<file path="src/rtl/valve_sequencer_pkg.sv">
// Shared definitions for the valve bank sequencer: instruction fields,
// opcodes, delay units, FSM states, error codes and the delay scaling.
package valve_sequencer_pkg;

   localparam int INST_W = 13;
   localparam int CNT_W  = 16;

   localparam int OP_MSB   = 12;
   localparam int OP_LSB   = 10;
   localparam int IDX_MSB  = 9;
   localparam int IDX_LSB  = 6;
   localparam int N_MSB    = 9;
   localparam int N_LSB    = 4;
   localparam int UNIT_MSB = 3;
   localparam int UNIT_LSB = 1;
   localparam int VAL_BIT  = 0;

   localparam logic [2:0] OP_HALT  = 3'b000;
   localparam logic [2:0] OP_VALVE = 3'b001;
   localparam logic [2:0] OP_DELAY = 3'b010;

   localparam logic [2:0] UNIT_X1    = 3'b001;
   localparam logic [2:0] UNIT_X10   = 3'b010;
   localparam logic [2:0] UNIT_X100  = 3'b011;
   localparam logic [2:0] UNIT_X1000 = 3'b100;

   localparam logic [1:0] ERR_NONE   = 2'b00;
   localparam logic [1:0] ERR_OPCODE = 2'b01;
   localparam logic [1:0] ERR_UNIT   = 2'b10;
   localparam logic [1:0] ERR_PC     = 2'b11;

   typedef enum logic [2:0] {
      ST_IDLE   = 3'd0,
      ST_FETCH  = 3'd1,
      ST_EXEC   = 3'd2,
      ST_DELAY  = 3'd3,
      ST_HALTED = 3'd4,
      ST_ERROR  = 3'd5
   } state_t;

   function automatic logic unit_legal(input logic [2:0] u);
      return (u == UNIT_X1) || (u == UNIT_X10) ||
             (u == UNIT_X100) || (u == UNIT_X1000);
   endfunction

   // Constant multipliers only: synthesises to shift/add, not a DSP.
   function automatic logic [CNT_W-1:0] delay_ticks(
      input logic [5:0] n,
      input logic [2:0] u
   );
      logic [CNT_W-1:0] n16;
      n16 = {{(CNT_W-6){1'b0}}, n};
      case (u)
         UNIT_X1:    delay_ticks = n16;
         UNIT_X10:   delay_ticks = n16 * 16'd10;
         UNIT_X100:  delay_ticks = n16 * 16'd100;
         UNIT_X1000: delay_ticks = n16 * 16'd1000;
         default:    delay_ticks = '0;
      endcase
   endfunction

endpackage

</file>
<file path="src/rtl/valve_sequencer_delay_timer.sv">
// Delay timer: tick prescaler plus 16-bit tick down counter.
// Ports: clk, rst_n, load/count/abort controls, n/unit operands, done pulse.
module valve_sequencer_delay_timer
   import valve_sequencer_pkg::*;
#(
   parameter int CLKS_PER_TICK = 100000
) (
   input  logic       clk,
   input  logic       rst_n,
   input  logic       load,
   input  logic       count,
   input  logic       abort,
   input  logic [5:0] n,
   input  logic [2:0] unit,
   output logic       done
);

   localparam int PRE_W =
      (CLKS_PER_TICK > 1) ? $clog2(CLKS_PER_TICK) : 1;
   localparam logic [PRE_W-1:0] PRE_LAST =
      PRE_W'(CLKS_PER_TICK - 1);

   logic [PRE_W-1:0] presc;
   logic [CNT_W-1:0] cnt;
   logic             wrap;

   assign wrap = (presc == PRE_LAST);

   // Done fires on the wrap that would take cnt from 1 to 0, so the
   // owner leaves DELAY after exactly cnt*CLKS_PER_TICK clocks.
   assign done = count && wrap && (cnt == CNT_W'(1));

   always_ff @(posedge clk or negedge rst_n) begin
      if (!rst_n) begin
         presc <= '0;
         cnt   <= '0;
      end else if (abort) begin
         presc <= '0;
         cnt   <= '0;
      end else if (load) begin
         presc <= '0;
         cnt   <= delay_ticks(n, unit);
      end else if (count) begin
         if (wrap) begin
            presc <= '0;
            cnt   <= cnt - 1'b1;
         end else begin
            presc <= presc + 1'b1;
         end
      end
   end

endmodule

</file>
<file path="src/rtl/valve_sequencer.sv">
// Valve bank program sequencer: fetches from an external async ROM,
// runs VALVE/DELAY/HALT and drives a registered valve vector.
// Ports: clk, rst_n, start, abort, inst_addr/inst_data (ROM),
//        valve_state, busy, halted, error, err_code.
module valve_sequencer
   import valve_sequencer_pkg::*;
#(
   parameter int ADDR_W        = 8,
   parameter int MEM_DEPTH     = 100,
   parameter int NUM_VALVES    = 16,
   parameter int CLKS_PER_TICK = 100000
) (
   input  logic                  clk,
   input  logic                  rst_n,
   input  logic                  start,
   input  logic                  abort,
   output logic [ADDR_W-1:0]     inst_addr,
   input  logic [INST_W-1:0]     inst_data,
   output logic [NUM_VALVES-1:0] valve_state,
   output logic                  busy,
   output logic                  halted,
   output logic                  error,
   output logic [1:0]            err_code
);

   localparam logic [31:0] DEPTH = MEM_DEPTH;
   localparam logic [31:0] NV    = NUM_VALVES;

   state_t                state;
   state_t                state_nx;
   logic [ADDR_W-1:0]     pc;
   logic [INST_W-1:0]     ir;
   logic [NUM_VALVES-1:0] valves;
   logic [1:0]            ec;

   logic [2:0] op;
   logic [3:0] idx;
   logic       val;
   logic [5:0] n;
   logic [2:0] unit;
   logic       is_halt;
   logic       is_valve;
   logic       is_delay;
   logic       unit_ok;
   logic       n_zero;
   logic       idx_ok;
   logic       pc_bad;
   logic       tmr_load;
   logic       tmr_count;
   logic       tmr_done;

   assign op       = ir[OP_MSB:OP_LSB];
   assign idx      = ir[IDX_MSB:IDX_LSB];
   assign val      = ir[VAL_BIT];
   assign n        = ir[N_MSB:N_LSB];
   assign unit     = ir[UNIT_MSB:UNIT_LSB];
   assign is_halt  = (op == OP_HALT);
   assign is_valve = (op == OP_VALVE);
   assign is_delay = (op == OP_DELAY);
   assign unit_ok  = unit_legal(unit);
   assign n_zero   = (n == 6'd0);
   assign idx_ok   = (32'(idx) < NV);
   assign pc_bad   = (32'(pc) >= DEPTH);

   assign inst_addr   = pc;
   assign valve_state = valves;
   assign err_code    = ec;

   valve_sequencer_delay_timer #(
      .CLKS_PER_TICK(CLKS_PER_TICK)
   ) u_timer (
      .clk  (clk),
      .rst_n(rst_n),
      .load (tmr_load),
      .count(tmr_count),
      .abort(abort),
      .n    (n),
      .unit (unit),
      .done (tmr_done)
   );

   always_ff @(posedge clk or negedge rst_n) begin
      if (!rst_n) begin
         state <= ST_IDLE;
      end else begin
         state <= state_nx;
      end
   end

   // An illegal unit is reported even when N is zero.
   always_comb begin
      state_nx = state;
      if (abort) begin
         state_nx = ST_IDLE;
      end else begin
         unique case (state)
            ST_IDLE, ST_HALTED, ST_ERROR: begin
               if (start) state_nx = ST_FETCH;
            end
            ST_FETCH: begin
               state_nx = pc_bad ? ST_ERROR : ST_EXEC;
            end
            ST_EXEC: begin
               unique case (1'b1)
                  is_valve: state_nx = ST_FETCH;
                  is_delay: begin
                     if (!unit_ok)    state_nx = ST_ERROR;
                     else if (n_zero) state_nx = ST_FETCH;
                     else             state_nx = ST_DELAY;
                  end
                  is_halt:  state_nx = ST_HALTED;
                  default:  state_nx = ST_ERROR;
               endcase
            end
            ST_DELAY: begin
               if (tmr_done) state_nx = ST_FETCH;
            end
            default: state_nx = ST_IDLE;
         endcase
      end
   end

   always_comb begin
      busy      = 1'b0;
      halted    = 1'b0;
      error     = 1'b0;
      tmr_load  = 1'b0;
      tmr_count = 1'b0;
      unique case (state)
         ST_FETCH: busy = 1'b1;
         ST_EXEC: begin
            busy     = 1'b1;
            tmr_load = is_delay && unit_ok && !n_zero;
         end
         ST_DELAY: begin
            busy      = 1'b1;
            tmr_count = 1'b1;
         end
         ST_HALTED: halted = 1'b1;
         ST_ERROR:  error  = 1'b1;
         default: ;
      endcase
   end

   always_ff @(posedge clk or negedge rst_n) begin
      if (!rst_n) begin
         pc     <= '0;
         ir     <= '0;
         valves <= '0;
         ec     <= ERR_NONE;
      end else if (abort) begin
         pc     <= '0;
         valves <= '0;
         ec     <= ERR_NONE;
      end else begin
         unique case (state)
            ST_IDLE, ST_HALTED: begin
               if (start) pc <= '0;
            end
            ST_ERROR: begin
               if (start) begin
                  pc <= '0;
                  ec <= ERR_NONE;
               end
            end
            ST_FETCH: begin
               if (pc_bad) begin
                  ec     <= ERR_PC;
                  valves <= '0;
               end else begin
                  ir <= inst_data;
               end
            end
            ST_EXEC: begin
               unique case (1'b1)
                  is_valve: begin
                     if (idx_ok) valves[idx] <= val;
                     pc <= pc + 1'b1;
                  end
                  is_delay: begin
                     if (!unit_ok) begin
                        ec     <= ERR_UNIT;
                        valves <= '0;
                     end else if (n_zero) begin
                        pc <= pc + 1'b1;
                     end
                  end
                  is_halt: ;
                  default: begin
                     ec     <= ERR_OPCODE;
                     valves <= '0;
                  end
               endcase
            end
            ST_DELAY: begin
               if (tmr_done) pc <= pc + 1'b1;
            end
            default: ;
         endcase
      end
   end

endmodule

</file>
<file path="config.mk">
export PLATFORM = sky130hd
export DESIGN_NAME = valve_sequencer
export DESIGN_NICKNAME = d
export VERILOG_FILES = /design/src/rtl/valve_sequencer_pkg.sv /design/src/rtl/valve_sequencer_delay_timer.sv /design/src/rtl/valve_sequencer.sv
export SDC_FILE = /design/constraint.sdc
export NUM_CORES = 1
export LEC_CHECK = 0
export ABC_AREA = 0
export BUFFER_PORTS_ARGS = -buffer_cell sky130_fd_sc_hd__buf_2
export CORE_MARGIN = 10
export CORE_UTILIZATION = 27
export DETAILED_ROUTE_END_ITERATION = 7
export GPL_TIMING_DRIVEN = 0
export SYNTH_ARGS = -nofsm -noshare
export SYNTH_HDL_FRONTEND = slang
export SYNTH_SLANG_ARGS = --single-unit
</file>
<file path="constraint.sdc">
create_clock -name clk -period 5.2 [get_ports clk]
set_input_delay 0.26 -clock clk [delete_from_list [all_inputs] [get_ports clk]]
set_output_delay 0.26 -clock clk [all_outputs]
set_load 0.03 [all_outputs]
</file>
==> flow_summary_export.csv <==
group,metric,value,unit
synth,ys_warn_count,0,
cells_and_area,utilization,0.319,
critical_path,arrival,4.38,ns
die,dieArea,28800,sq um
power_and_ir_drop,p_total,4.63,mW
synth,synthCells,660,
cells_and_area,layout-drive-gt1-share,0.136,
timing,max_slew_margin,0.372,
timing,skew,0.00839,ns
die,core_area,22000,sq um
cts,cts_tree,"built",
placement,hpwl,12100,microns
critical_path,critPathCaptureType,"flip-flop",
placement,io_buffers,45,
timing,fin_crit,4.14,ns
synth,async_flop_share,1.00,
cts,cts_resized,0,
die,pin_count,46,
route,drt-total-wl,15600,microns
synth,synthTopCellsByArea,"dfrtp_1 31%, ha_1 12%, fa_1 5.0%, nand2_1 3.4%, inv_1 3.3%",
critical_path,startpoint,"ir[6]$_DFFE_PN0P_",
power_and_ir_drop,ir_drop,0.000387,V
global_routing,antenna_found_initial,0,
timing,worst-slew-pin-transition,0.940,ns
synth,ys.flop_type,"dfrtp_1",
critical_path,crit_fanout,10,
route,drt_first_pass_iters,5,
global_routing,grt_pass1_vias,5025,
cells_and_area,multi_input_area,3870,sq um
synth,yosys.area.top_type,"dfrtp_1",
synth,synth_edf_count,0,
global_routing,grt_pass1_wl,26400,microns
synth,synth_most_common_cell,"dfrtp_1",
synth,syn_avg_cell_area,9.17,sq um
timing,fmax,241,MHz
cts,numCtsBuffers,9,
critical_path,r2r_slack,1.06,ns
synth,netlist_area,6050,sq um
cts,path_clk_slew,0.07,ns
critical_path,slowest_delay,0.63,ns
route,route.detailed.drc,0,
critical_path,cp_slowest_cell,"a2111oi_1",
cells_and_area,register_area,1880,sq um
synth,synth_commonest_cells,"75 x dfrtp_1, 58 x ha_1, 55 x nand2_1",
min_path,hp-class,"in -> reg",
cts,clockRootBuffer,"clkbuf_16",
timing,drv_slew,0,
timing,hold_ws,0.125,ns
route,vias_per_cell,5.00,
die,num_rows,54,
cells_and_area,num_antenna_cells,0,
synth,synth_top_area_frac,0.310,
critical_path,start_kind,"flip-flop",
power_and_ir_drop,p_leak,3.23,nW
placement,place_congestion,0.874,
die,initial_utilization,0.276,
timing,setup-violations-final,0,
cts,clkLatencyLatePin,0.34,ns
route,num_vias,5016,
cells_and_area,nets,808,
synth,synth-seq-cells,75,
critical_path,ff2ff_path_depth,13,
cts,cts-htree-levels,3,
global_routing,grt_max_degree,40,
timing,finalCritPeriodShare,0.797,
critical_path,required,5.43,ns
global_routing,grt-ovfl-total,0,
critical_path,critPathCapture,"u_timer.cnt[9]$_DFFE_PN0P_",
cells_and_area,syn_to_final_growth,15.9,%
critical_path,cp_cell_sequence,"fa_1 > ha_1 > inv_1 > fa_1 > inv_1 > ha_1 > inv_1 > fa_1 > nor2b_1 > nor3_1 > a2111oi_1 > o41ai_1 > a22o_1",
timing,hold_viol,0,
critical_path,timing.rr.end,"u_timer.cnt[9]$_DFFE_PN0P_",
synth,syn-num-nets,750,
die,die_y,170,microns
route,postRouteAntennaNets,0,
critical_path,reg2reg_from,"ir[6]$_DFFE_PN0P_",
route,avgRoutedWirePerCell,15.6,microns
die,die_w,170,microns
critical_path,timing_worst_setup_path_type,"reg -> reg",
route,first_iter_violations,332,
status,status,"complete, no violations",
timing,setup_tns,0,ns
cts,clock_sinks,75,
global_routing,grt_usage,0.112,
synth,ys_types,74,
synth,seq_area_frac_synth,0.310,
timing,rsz0062_at_grt,"false",
power_and_ir_drop,power.density,660,nW/um^2
flow_run,drv_cap,0,
cells_and_area,fillers,2268,
cts,clock_path_buffers,2,
-- critical path, delay by kind of cell, from the launching register on --
| kind | cells | cell delay [ns] |
|---|---|---|
| DFF | 1 | 0.62 |
| buffers and inverters | 3 | 0.19 |
| adders and majority gates | 5 | 1.90 |
| AOI/OAI and AO/OA | 3 | 1.01 |
| and+or+nand+nor | 2 | 0.31 |
-- routing by layer --
metal / share of wire / track usage
met5: 0 / 0
met3: 0.040 / 0.0230
met4: 0.016 / 0.0336
met1: 0.48 / 0.150
met2: 0.46 / 0.177
-- power by group --
group	internal, mW	switching [mW]
Sequential	0.641	0.117
Combinational	1.29	1.84
Clock	0.483	0.262
Total	2.41	2.21
-- how the worst min path moves through the flow --
stage	startpoint	end	slack, ns	cells past startpoint
final	inst_data[8]	ir[8]$_DFFE_PN0P_	0.12	3
after CTS	inst_data[8]	ir[8]$_DFFE_PN0P_	0.12	3
after global routing	inst_data[1]	ir[1]$_DFFE_PN0P_	0.15	2
after global placement	inst_data[11]	ir[11]$_DFFE_PN0P_	0.47	3
after detailed placement	rst_n	inst_addr[4]$_DFFE_PN0P_	0.26	1
after floorplan	rst_n	err_code[0]$_DFFE_PN0P_	-0.04	0
-- cells by family after synthesis --
kind of cell             share of synthesized area
AND/OR/NAND/NOR                              0.201
AO/OA/AOI/OAI                                0.174
adder cells (fa/ha/maj)                      0.169
buffers and inverters                       0.0500
XOR/XNOR                                    0.0492
multiplexers                                0.0461
flip-flops                                   0.310
-- repair_timing --
| action | 4_1_cts | 5_1_grt |
|---|---|---|
| hold buffers | 1 | 0 |
| endpoints found under the hold margin | 36 | 0 |
| setup buffers | 0 | 0 |
-- through the flow --
stage               area, sq um  setup WS [ns]  instances
floorplan                  6050           1.59        660
global placement           6630           1.08        985
detailed placement         6650           1.04        986
CTS                        7010           1.04       1003
global route               7010          0.811       1003
finish                     7010           1.06       1003
-- layout make-up --
class	instances	share of cell area
repair buffers	47	0.0367
clock inverters	6	0.0161
well taps	280	0.0499
inverters	54	0.0289
plain buffers	23	0.0143
multi-input cells	508	0.552
clock buffers	10	0.0341
flip-flops and latches	75	0.268
-- registers in the layout (all words and copies together), names as in the netlist --
| signal | flops |
|---|---|
| valve_state | 16 |
| ir | 13 |
| u_timer.presc | 17 |
| err_code | 2 |
| inst_addr | 8 |
| state | 3 |
| u_timer.cnt | 16 |
-- layout by cell type, fill, tap and decap left out, types with 5 or more instances in the layout --
master / count
fa_1: 15
ha_1: 58
nor2_1: 45
nor3_1: 18
or2_2: 5
nand3_1: 15
clkbuf_16: 9
o2bb2ai_1: 16
nand2b_1: 5
nor2b_1: 11
a211oi_1: 22
clkbuf_1: 17
buf_2: 49
a21o_1: 6
xnor2_1: 18
and3_1: 9
dfrtp_1: 75
nor3b_1: 5
nor4_1: 11
a21oi_1: 18
nand2_1: 55
o21ai_0: 39
nand4_1: 7
and2_1: 5
mux2i_1: 20
o31ai_1: 5
mux2_2: 7
inv_1: 54
xor2_1: 16
No activity file was read; power rests on OpenSTA's default activity.
